--- config.mk ---
export PLATFORM = sky130hd
export DESIGN_NAME = chip8_vga_scanout
export DESIGN_NICKNAME = d
export VERILOG_FILES = /design/src/rtl/chip8_video_pkg.sv /design/src/rtl/chip8_vga_timing.sv /design/src/rtl/chip8_vga_scanout.sv
export SDC_FILE = /design/constraint.sdc
export NUM_CORES = 1
export LEC_CHECK = 0
export CAP_MARGIN = 5
export CORE_ASPECT_RATIO = 1.4
export CORE_MARGIN = 3
export CORE_UTILIZATION = 49
export DETAILED_ROUTE_END_ITERATION = 16
export PLACE_DENSITY_LB_ADDON = 0.12
export SLEW_MARGIN = 10
export SYNTH_ARGS = -nofsm -noshare
export SYNTH_HDL_FRONTEND = slang
export SYNTH_SLANG_ARGS = --single-unit
export TNS_END_PERCENT = 1
--- constraint.sdc ---
create_clock -name clock -period 2.4 [get_ports clock]
set_clock_uncertainty 0.1 [all_clocks]
set_input_delay 0.48 -clock clock [delete_from_list [all_inputs] [get_ports clock]]
set_output_delay 0.48 -clock clock [all_outputs]
set_load 0.01 [all_outputs]
--- src/rtl/chip8_video_pkg.sv ---
// Shared VGA 640x480@60 and CHIP-8 framebuffer constants.
// Also holds the fetch-state encoding and the scanline dimming helper.
package chip8_video_pkg;

    localparam int H_VISIBLE = 640;
    localparam int H_FRONT   = 16;
    localparam int H_SYNC    = 96;
    localparam int H_TOTAL   = 800;

    localparam int V_VISIBLE = 480;
    localparam int V_FRONT   = 10;
    localparam int V_SYNC    = 2;
    localparam int V_TOTAL   = 525;

    localparam int FB_W  = 64;
    localparam int FB_H  = 32;
    localparam int SCALE = 10;

    typedef enum logic [1:0] {
        FETCH_IDLE,
        FETCH_REQ,
        FETCH_DONE
    } fetch_state_e;

    // Halve each 4-bit channel of a {r,g,b} colour.
    function automatic logic [11:0] dim_rgb(input logic [11:0] c);
        return {1'b0, c[11:9], 1'b0, c[7:5], 1'b0, c[3:1]};
    endfunction

endpackage

--- src/rtl/chip8_vga_timing.sv ---
// Free-running 800x525 x/y counters with raw (unregistered) sync and
// visible-area decode; shared by the scanout and later overlays.
module chip8_vga_timing (
    input  logic       clock,
    input  logic       reset,
    output logic [9:0] x_o,
    output logic [9:0] y_o,
    output logic       hsync_o,
    output logic       vsync_o,
    output logic       visible_o,
    output logic       line_end_o
);
    import chip8_video_pkg::*;

    localparam logic [9:0] HS_START = 10'(H_VISIBLE + H_FRONT);
    localparam logic [9:0] HS_END   = 10'(H_VISIBLE + H_FRONT + H_SYNC);
    localparam logic [9:0] VS_START = 10'(V_VISIBLE + V_FRONT);
    localparam logic [9:0] VS_END   = 10'(V_VISIBLE + V_FRONT + V_SYNC);

    logic [9:0] x_q, x_d;
    logic [9:0] y_q, y_d;

    // Next-state for the pixel and line counters.
    always_comb begin
        x_d = x_q + 10'd1;
        y_d = y_q;
        if (x_q == 10'(H_TOTAL - 1)) begin
            x_d = '0;
            y_d = (y_q == 10'(V_TOTAL - 1)) ? '0 : y_q + 10'd1;
        end
    end

    // Counter registers.
    always_ff @(posedge clock) begin
        if (reset) begin
            x_q <= '0;
            y_q <= '0;
        end else begin
            x_q <= x_d;
            y_q <= y_d;
        end
    end

    assign x_o        = x_q;
    assign y_o        = y_q;
    assign line_end_o = (x_q == 10'(H_TOTAL - 1));
    assign visible_o  = (x_q < 10'(H_VISIBLE)) && (y_q < 10'(V_VISIBLE));
    assign hsync_o    = !((x_q >= HS_START) && (x_q < HS_END));
    assign vsync_o    = !((y_q >= VS_START) && (y_q < VS_END));

endmodule

--- src/rtl/chip8_vga_scanout.sv ---
// CHIP-8 64x32 framebuffer scanout to 640x480 VGA, 10x pixel scaling,
// line fetch over req/ack in hblank. Optional: SCANLINE_DIM_EN.
module chip8_vga_scanout #(
    parameter logic [11:0] FG_RGB   = 12'hFFF,
    parameter logic [11:0] BG_RGB   = 12'h000,
    parameter int          V_OFFSET = 80
) (
    input  logic       clock,
    input  logic       reset,
    output logic       mem_req,
    output logic [7:0] mem_addr,
    input  logic       mem_ack,
    input  logic [7:0] mem_rdata,
    output logic [3:0] red,
    output logic [3:0] green,
    output logic [3:0] blue,
    output logic       hsync,
    output logic       vsync,
    output logic       frame_tick,
    output logic       underrun
);
    import chip8_video_pkg::*;

    // Line just before CHIP-8 row 0; wraps to the last line when offset is 0.
    localparam logic [9:0] PRE_LINE =
        (V_OFFSET == 0) ? 10'(V_TOTAL - 1) : 10'(V_OFFSET - 1);

    logic [9:0] x, y;
    logic       hs_raw, vs_raw, visible, line_end;

    chip8_vga_timing u_timing (
        .clock      (clock),
        .reset      (reset),
        .x_o        (x),
        .y_o        (y),
        .hsync_o    (hs_raw),
        .vsync_o    (vs_raw),
        .visible_o  (visible),
        .line_end_o (line_end)
    );

    logic [3:0] csub_q, csub_d;
    logic [5:0] col_q, col_d;
    logic [3:0] rsub_q, rsub_d;
    logic [4:0] row_q, row_d;
    logic       in_img_q, in_img_d;

    // Column scaling: col advances every SCALE pixels, restarts each line.
    always_comb begin
        csub_d = csub_q + 4'd1;
        col_d  = col_q;
        if (line_end) begin
            csub_d = '0;
            col_d  = '0;
        end else if (csub_q == 4'(SCALE - 1)) begin
            csub_d = '0;
            col_d  = col_q + 6'd1;
        end
    end

    // Row scaling: starts at V_OFFSET, runs for FB_H rows of SCALE lines.
    always_comb begin
        rsub_d   = rsub_q;
        row_d    = row_q;
        in_img_d = in_img_q;
        if (line_end) begin
            if (y == PRE_LINE) begin
                rsub_d   = '0;
                row_d    = '0;
                in_img_d = 1'b1;
            end else if (in_img_q) begin
                if (rsub_q == 4'(SCALE - 1)) begin
                    rsub_d = '0;
                    if (row_q == 5'(FB_H - 1)) in_img_d = 1'b0;
                    else                       row_d    = row_q + 5'd1;
                end else begin
                    rsub_d = rsub_q + 4'd1;
                end
            end
        end
    end

    // Sub-counter registers.
    always_ff @(posedge clock) begin
        if (reset) begin
            csub_q   <= '0;
            col_q    <= '0;
            rsub_q   <= '0;
            row_q    <= '0;
            in_img_q <= (V_OFFSET == 0);
        end else begin
            csub_q   <= csub_d;
            col_q    <= col_d;
            rsub_q   <= rsub_d;
            row_q    <= row_d;
            in_img_q <= in_img_d;
        end
    end

    // Fetch the next row on the last line of the current one (or pre-line).
    logic       fetch_go;
    logic [4:0] fetch_row;
    assign fetch_go = (x == 10'(H_VISIBLE)) &&
                      ((y == PRE_LINE) ||
                       (in_img_q && rsub_q == 4'(SCALE - 1) &&
                        row_q != 5'(FB_H - 1)));
    assign fetch_row = (y == PRE_LINE) ? 5'd0 : row_q + 5'd1;

    fetch_state_e state_q;
    logic         mem_req_q;
    logic [7:0]   mem_addr_q;
    logic         buf_valid_q;
    logic         underrun_q;
    logic [7:0]   line_buf_q [8];

    // Fetch FSM: 8 byte reads per row, aborted at end of hblank.
    always_ff @(posedge clock) begin
        if (reset) begin
            state_q     <= FETCH_IDLE;
            mem_req_q   <= 1'b0;
            mem_addr_q  <= '0;
            buf_valid_q <= 1'b0;
            underrun_q  <= 1'b0;
        end else begin
            unique case (state_q)
                FETCH_IDLE: begin
                    if (fetch_go) begin
                        state_q    <= FETCH_REQ;
                        mem_req_q  <= 1'b1;
                        mem_addr_q <= {fetch_row, 3'd0};
                    end
                end
                FETCH_REQ: begin
                    if (mem_ack && mem_addr_q[2:0] == 3'd7) begin
                        state_q     <= FETCH_DONE;
                        mem_req_q   <= 1'b0;
                        buf_valid_q <= 1'b1;
                    end else begin
                        if (mem_ack) mem_addr_q <= mem_addr_q + 8'd1;
                        if (line_end) begin
                            state_q     <= FETCH_IDLE;
                            mem_req_q   <= 1'b0;
                            buf_valid_q <= 1'b0;
                            underrun_q  <= 1'b1;
                        end
                    end
                end
                FETCH_DONE: begin
                    buf_valid_q <= 1'b1;
                    state_q     <= FETCH_IDLE;
                end
                default: state_q <= FETCH_IDLE;
            endcase
        end
    end

    // Line buffer capture of accepted bytes.
    always_ff @(posedge clock) begin
        if (!reset && state_q == FETCH_REQ && mem_ack) begin
            line_buf_q[mem_addr_q[2:0]] <= mem_rdata;
        end
    end

    logic [7:0]  cur_byte;
    logic        pix_bit;
    logic [11:0] fg_c, bg_c, rgb_d;

    assign cur_byte = line_buf_q[col_q[5:3]];
    assign pix_bit  = cur_byte[3'd7 - col_q[2:0]];

`ifdef SCANLINE_DIM_EN
    assign fg_c = y[0] ? dim_rgb(FG_RGB) : FG_RGB;
    assign bg_c = y[0] ? dim_rgb(BG_RGB) : BG_RGB;
`else
    assign fg_c = FG_RGB;
    assign bg_c = BG_RGB;
`endif

    // Pixel colour select; blanking forces black.
    always_comb begin
        rgb_d = 12'h000;
        if (visible) begin
            rgb_d = (in_img_q && buf_valid_q && pix_bit) ? fg_c : bg_c;
        end
    end

    logic [11:0] rgb_q;
    logic        hsync_q, vsync_q, tick_q;

    // Output registers, one cycle behind the counters.
    always_ff @(posedge clock) begin
        if (reset) begin
            rgb_q   <= 12'h000;
            hsync_q <= 1'b1;
            vsync_q <= 1'b1;
            tick_q  <= 1'b0;
        end else begin
            rgb_q   <= rgb_d;
            hsync_q <= hs_raw;
            vsync_q <= vs_raw;
            tick_q  <= (x == 10'd0) && (y == 10'(V_VISIBLE));
        end
    end

    assign red        = rgb_q[11:8];
    assign green      = rgb_q[7:4];
    assign blue       = rgb_q[3:0];
    assign hsync      = hsync_q;
    assign vsync      = vsync_q;
    assign frame_tick = tick_q;
    assign underrun   = underrun_q;
    assign mem_req    = mem_req_q;
    assign mem_addr   = mem_addr_q;

endmodule

Yosys cells after proc, flatten, opt, wreduce, memory -nomap -nowiden:

Memory sizes are Yosys's and may differ from the RTL's. A register that Yosys moved wholly into a read port is not among the register bits.
Cells that the tools add are included.

* reductions and logical operators: 32
* bitwise gates (word level): 2
* shift-type cells: 0
* multipliers: 0
* eq/ne operators: 17
* div/mod/pow operators: 0
* $add $sub $neg: 8
* mux-type cells: 34
* magnitude comparators: 7

Operators by type and width (number)
* $eq 10x10->1 const B: 3
* $mux 5: 5
* $mux 8: 3
* $add 10x1->10 const B: 2
* $lt 10x10->1 const B: 2
* $lt 10x9->1 const B: 2
* $pmux 8 s2: 1
* $logic_and 1x1->1: 12
* $mux 12: 1
* $mux 4: 3
* $mux 1: 11
* $eq 10x7->1 const B: 1
* $eq 10x9->1 const B: 1
* $ge 10x10->1 const B: 1
* $ge 10x9->1 const B: 1
* $logic_not 10->1: 1
* $mux 10: 1
* $add 4x1->4 const B: 2
* $add 8x1->8 const B: 1
* $eq 4x4->1 const B: 2
* $reduce_and 4->1: 2
* $reduce_bool 2->1: 4
* $add 6x1->6 const B: 1
* $mux 2: 3
* other kinds (23): 34

* flip-flop bits (word level): 68
* latch bits: 0
* input bits: 11
* logic and storage cells: 117
* memories: 1
* RAM bits: 64
* output and inout bits: 25
* ROM bits: 0

Memory list
* line_buf_q: words 8, bits a word 8, rd ports 1, clocked after memory_dff 1, write ports 1, line chip8_vga_scanout.sv:114 `logic [7:0] line_buf_q [8];`

Longest topological paths before layout:

* depth in word-level cells: 7
* depth in mapped cells: 8
* gate-level depth less buffers: 7

Hierarchy:

A second synthesis with hierarchy kept.

* cell total of the unflattened synthesis: 481
* area, all modules: 5571.6 um^2

By module, submodules not included
* chip8_vga_scanout: cells each 358, area an instance 4556.9 um^2, instances 1, seq. area each 2722.6 um^2
* chip8_vga_timing: cells each 123, area an instance 1014.7 um^2, instances 1, seq. area each 400.4 um^2

Least setup slack after synthesis:

OpenSTA, ideal clock, no wires.

* path type: register to register
* from: register state_q[0]
* to: memory line_buf_q[0][0] (enable)
* arrival time: 1.745 ns
* clock period less this slack: 2.228 ns
* setup slack: 0.172 ns
* stages on the path, launching flop included: 5
* path buffers: 0
* required time: 1.917 ns
* library setup time: 0.383 ns
* path through: dfxtp_1 -> nor2b_1 -> nand2_1 -> or3_1 -> nor3_1

* word-level cells in the longest chain between the ends: 5

RTL lines
* start, declared: line chip8_vga_scanout.sv:109 `fetch_state_e state_q;`
* start signal, assigned: line chip8_vga_scanout.sv:119 `state_q <= FETCH_IDLE;`
* start signal, assigned: line chip8_vga_scanout.sv:128 `state_q <= FETCH_REQ;`
* start signal, assigned: line chip8_vga_scanout.sv:135 `state_q <= FETCH_DONE;`
* $eq 2x1->1: line chip8_vga_scanout.sv:159 `if (!reset && state_q == FETCH_REQ && mem_ack) begin`
* $logic_and 1x1->1 (2 in a row): line chip8_vga_scanout.sv:159
* $mux 1: line chip8_vga_scanout.sv:159
* $mux 1 (not written as such): line chip8_vga_scanout.sv:160 `line_buf_q[mem_addr_q[2:0]] <= mem_rdata;`
* end, declared: line chip8_vga_scanout.sv:114

No other way between the ends.

Worst setup path in the final report:

* from: register row_q[0]
* to: register mem_addr_q[7], in the netlist mem_addr[7]

* word-level cells in the longest chain between the ends: 6
* elaborated cells on any way between the ends: 10
* those cells by class: add/sub: 1; eq/ne: 2; mux: 3; reduce/logical: 4

RTL lines
* start, declared: line chip8_vga_scanout.sv:45 `logic [4:0] row_q, row_d;`
* start signal, assigned: line chip8_vga_scanout.sv:95 `row_q <= row_d;`
* branches (longest 6 deep; another with $add 5x1->5)
* end signal, assigned: line chip8_vga_scanout.sv:130 `mem_addr_q <= {fetch_row, 3'd0};`
* end signal, assigned: line chip8_vga_scanout.sv:139 `if (mem_ack) mem_addr_q <= mem_addr_q + 8'd1;`
* end, declared: line chip8_vga_scanout.sv:111 `logic [7:0] mem_addr_q;`

Parallel ways; which one is timed is not known. The select of a mux whose other input is x is not followed.
A chain may end at the register's enable or synchronous reset.

==> flow_metrics.env <==
export IMPL_status="finished, final reports clean"
export IMPL_crit_fanout=12
export IMPL_r2r_start="row_q[0]$_SDFFE_PP0P_"
export IMPL_sw_frac_of_total_pct=19.8
export IMPL_synth_compound_area_share_pct=6.85
export IMPL_synth_top_area_share_pct=35.4
export IMPL_end_kind="register"
export IMPL_setup_slack_ns=0.145
export IMPL_worst_pin_slew_ns=0.580
export IMPL_finalPower_uw=5010
export IMPL_worst_r2r_setup_slack_ns=0.15
export IMPL_grt_max_degree=21
export IMPL_maxCapViolations=0
export IMPL_period_minus_slack_ns=2.25
export IMPL_port_buffers=35
export IMPL_ys_seq_elements=124
export IMPL_worstPathArrival_ns=2.46
export IMPL_postCtsSetupBuffers=0
export IMPL_cts_buffers=17
export IMPL_synth_net_count=488
export IMPL_vias=3693
export IMPL_cts_sinks=124
export IMPL_cts_resized=0
export IMPL_avgSynthCellArea_um2=11.7
export IMPL_period_share_pct=93.9
export IMPL_rsz0062_at_grt="yes"
export IMPL_viasPerCell=5.54
export IMPL_nFillCells=851
export IMPL_power_density_nw_per_um2=751
export IMPL_syn_area_um2=5430
export IMPL_clock_fmax_mhz=444
export IMPL_p_seq_share_pct=44.9
export IMPL_synth_xor_area_share_pct=4.04
export IMPL_synthCells=464
export IMPL_nNetsFinal=540
export IMPL_synthMuxAreaShare_pct=8.12
export IMPL_ctsHoldBuffers=0
export IMPL_yosysTopAreaCell="edfxtp_1"
export IMPL_core_area_um2=10600
export IMPL_synthArstFlopShare_pct=0
export IMPL_synth_warnings=0
export IMPL_clockBufferDepth=2
export IMPL_p_leak_uw=0.00234
export IMPL_drc_errors=0
export IMPL_grt_pass1_vias=3818
export IMPL_wire_per_inst_um=17.3
export IMPL_p_sw_uw=992
export IMPL_gp_congestion=0.869
export IMPL_r2r_end="mem_addr[7]$_SDFFE_PP0P_"
export IMPL_grt_pass1_wl_um=19000
export IMPL_dp_slack_ns=0.125
export IMPL_hold_slack_ns=0.375
export IMPL_place_hpwl_um=8080
export IMPL_cp_required_ns=2.60
export IMPL_path_clk_slew_ns=0.06
export IMPL_relSlewSlack_pct=60.8
export IMPL_ir_drop_uv=551
export IMPL_seq_area_um2=3120
export IMPL_critPathKind="reg -> reg"
export IMPL_synth_top_family_by_area="simple AND/OR/NAND/NOR gates"
export IMPL_holdCritPathClass="reg -> reg"
export IMPL_synth_area_top_cells="edfxtp_1 35%, dfxtp_1 22%, mux4_2 6.2%"
export IMPL_setup_tns_ns=0
export IMPL_initial_core_util_pct=51.3
export IMPL_synth_main_ff_cell="edfxtp_1"
export IMPL_intPower_uw=4010
export IMPL_yosysSeqAreaShare_pct=57.6
export IMPL_hold_viol=0
export IMPL_synth_adder_area_share_pct=3.00
export IMPL_drv_slew=0
export IMPL_gr_total_overflow=0
export IMPL_rows=44
export IMPL_antenna_found_initial=0
export IMPL_hold_depth=1
export IMPL_clkPwrFrac_pct=53.4
export IMPL_diodes=0
export IMPL_rr_worst_depth=8
export IMPL_fp_dieW_um=94.9
export IMPL_drive_gt1_share_pct=17.0
export IMPL_htree_levels=4
export IMPL_ant_nets=0
export IMPL_start_kind="register"
export IMPL_synth_cell_types=52
export IMPL_wl_um=11600
export IMPL_insertion_delay_ns=0.41
export IMPL_finalSetupViolCount=0
export IMPL_synth_edff_count=64
export IMPL_drt_iter0_markers=184
export IMPL_multi_input_area_um2=2090
export IMPL_boundaryPins=36
export IMPL_root_buffer="clkbuf_16"
export IMPL_power_frac_comb_pct=1.7
export IMPL_die_h_um=131
export IMPL_grt_use_total_pct=20.6
export IMPL_min_from="u_timing.y_o[1]$_SDFFE_PP0P_"
export IMPL_synthToLayoutAreaGrowth_pct=22.9
export IMPL_dieArea_um2=12400
export IMPL_firstDrtPassIters=4
export IMPL_cts_tree="built"
export IMPL_holdPathEnd="vsync$_SDFF_PP1_"
export IMPL_synthSimpleGateAreaFrac_pct=16.5
flip-flops by register name (all words and copies together), names as in the netlist, 2 cells and up, named ones only:
register / cells
col_q: 6
line_buf_q: 64
u_timing.y_o: 10
state_q: 2
row_q: 5
u_timing.x_o: 10
mem_addr: 8
csub_q: 4
rsub_q: 4
cell families (layout without fill, tap and decap cells):
| kind of cell | count (synthesis) | count (layout) |
|---|---|---|
| simple gates | 175 | 175 |
| flops | 124 | 124 |
| compound gates | 57 | 57 |
| buf+inv | 45 | 110 |
| xor+xnor | 25 | 25 |
| mux | 25 | 25 |
| fa+ha+maj | 13 | 13 |
critical path, cell delays in order (launching register included):
cell and delay (ns):
dfxtp_1 0.40, ha_1 0.24, and3_1 0.19, ha_1 0.17, and3b_2 0.24, o211ai_1 0.21, buf_4 0.22, a22oi_1 0.10
o221a_2 0.27
cell usage after synthesis, drive strengths merged, types with 2 or more instances:
cell     n
a311oi   2
nor2b    5
nand2   33
or2      3
and2     3
nor2    51
xnor2   11
dfxtp   60
and3b    3
a31oi    3
o21ai   11
o41ai    2
edfxtp  64
a22oi    4
mux2     2
or4      5
xor2    14
or3      6
nand3   17
o32ai    3
and3     7
nor3    15
nand2b   6
nor4     6
a211oi   2
mux2i    8
ha      13
mux4    15
nand4   10
inv     11
buf     14
a21oi   19
clkbuf  20
o211ai   3
o22ai    2
power by group through the flow:
stage	Sequential [µW]	Clock (µW)	Combinational, µW
floorplan	2290	0	36.1
global placement	2290	0	86.0
detailed placement	2290	0	87.2
CTS	2240	2720	87.8
global route	2250	2820	96.9
finish	2250	2670	86.6
how the worst max path moves through the flow:
stage | from | endpoint | slack, ns | cells after the start
final | row_q[0]$_SDFFE_PP0P_ | mem_addr[7]$_SDFFE_PP0P_ | 0.15 | 8
after global placement | u_timing.x_o[0]$_SDFF_PP0_ | u_timing.y_o[7]$_SDFFE_PP0P_ | 0.16 | 6
after CTS | u_timing.x_o[0]$_SDFF_PP0_ | u_timing.y_o[7]$_SDFFE_PP0P_ | 0.11 | 6
after floorplan | state_q[0]$_SDFFE_PP0P_ | line_buf_q[0][0]$_DFFE_PP_ | 0.17 | 4
after detailed placement | u_timing.x_o[0]$_SDFF_PP0_ | u_timing.y_o[7]$_SDFFE_PP0P_ | 0.12 | 6
after global routing | row_q[0]$_SDFFE_PP0P_ | mem_addr[7]$_SDFFE_PP0P_ | -0.0003 | 8
placed cells by master, fill, tap and decap left out, types with 4 or more instances in the layout:
cell	instances
a21oi_1	19
a22oi_1	4
and3_1	7
buf_4	30
bufinv_16	4
clkbuf_16	17
clkdlybuf4s50_1	35
dfxtp_1	60
edfxtp_1	64
ha_1	13
inv_1	11
mux2i_1	8
mux4_2	15
nand2_1	33
nand2b_1	6
nand3_1	17
nand4_1	10
nor2_1	51
nor2b_1	5
nor3_1	15
nor4_1	4
o21ai_0	9
or3_1	6
xnor2_1	11
xor2_1	14
per-layer routing:
metal  vias up  track usage [%]  wire length [µm]
li1       1804                -                 -
met1      1798             22.9              4600
met2        68             36.7              6220
met3        23             5.61               427
met4         0             9.26               323
met5         -                0                 0
layout make-up:
| type | count | share of cell area (%) |
|---|---|---|
| clock buffer | 18 | 6.44 |
| clock inverter | 14 | 2.91 |
| inverter | 11 | 0.619 |
| multi-input combinational | 295 | 31.4 |
| sequential | 124 | 46.8 |
| tap | 138 | 2.59 |
| timing repair buffer | 67 | 9.23 |
stage by stage:
step                      utilization (%)  instances  area (µm²)
after floorplan                         -        464        5430
after global placement               57.1        635        6040
after detailed placement             57.1        635        6040
after CTS                            63.0        667        6660
after global routing                 63.1        667        6670
final                                63.1        667        6670
Power figures use the tool's default switching activity.
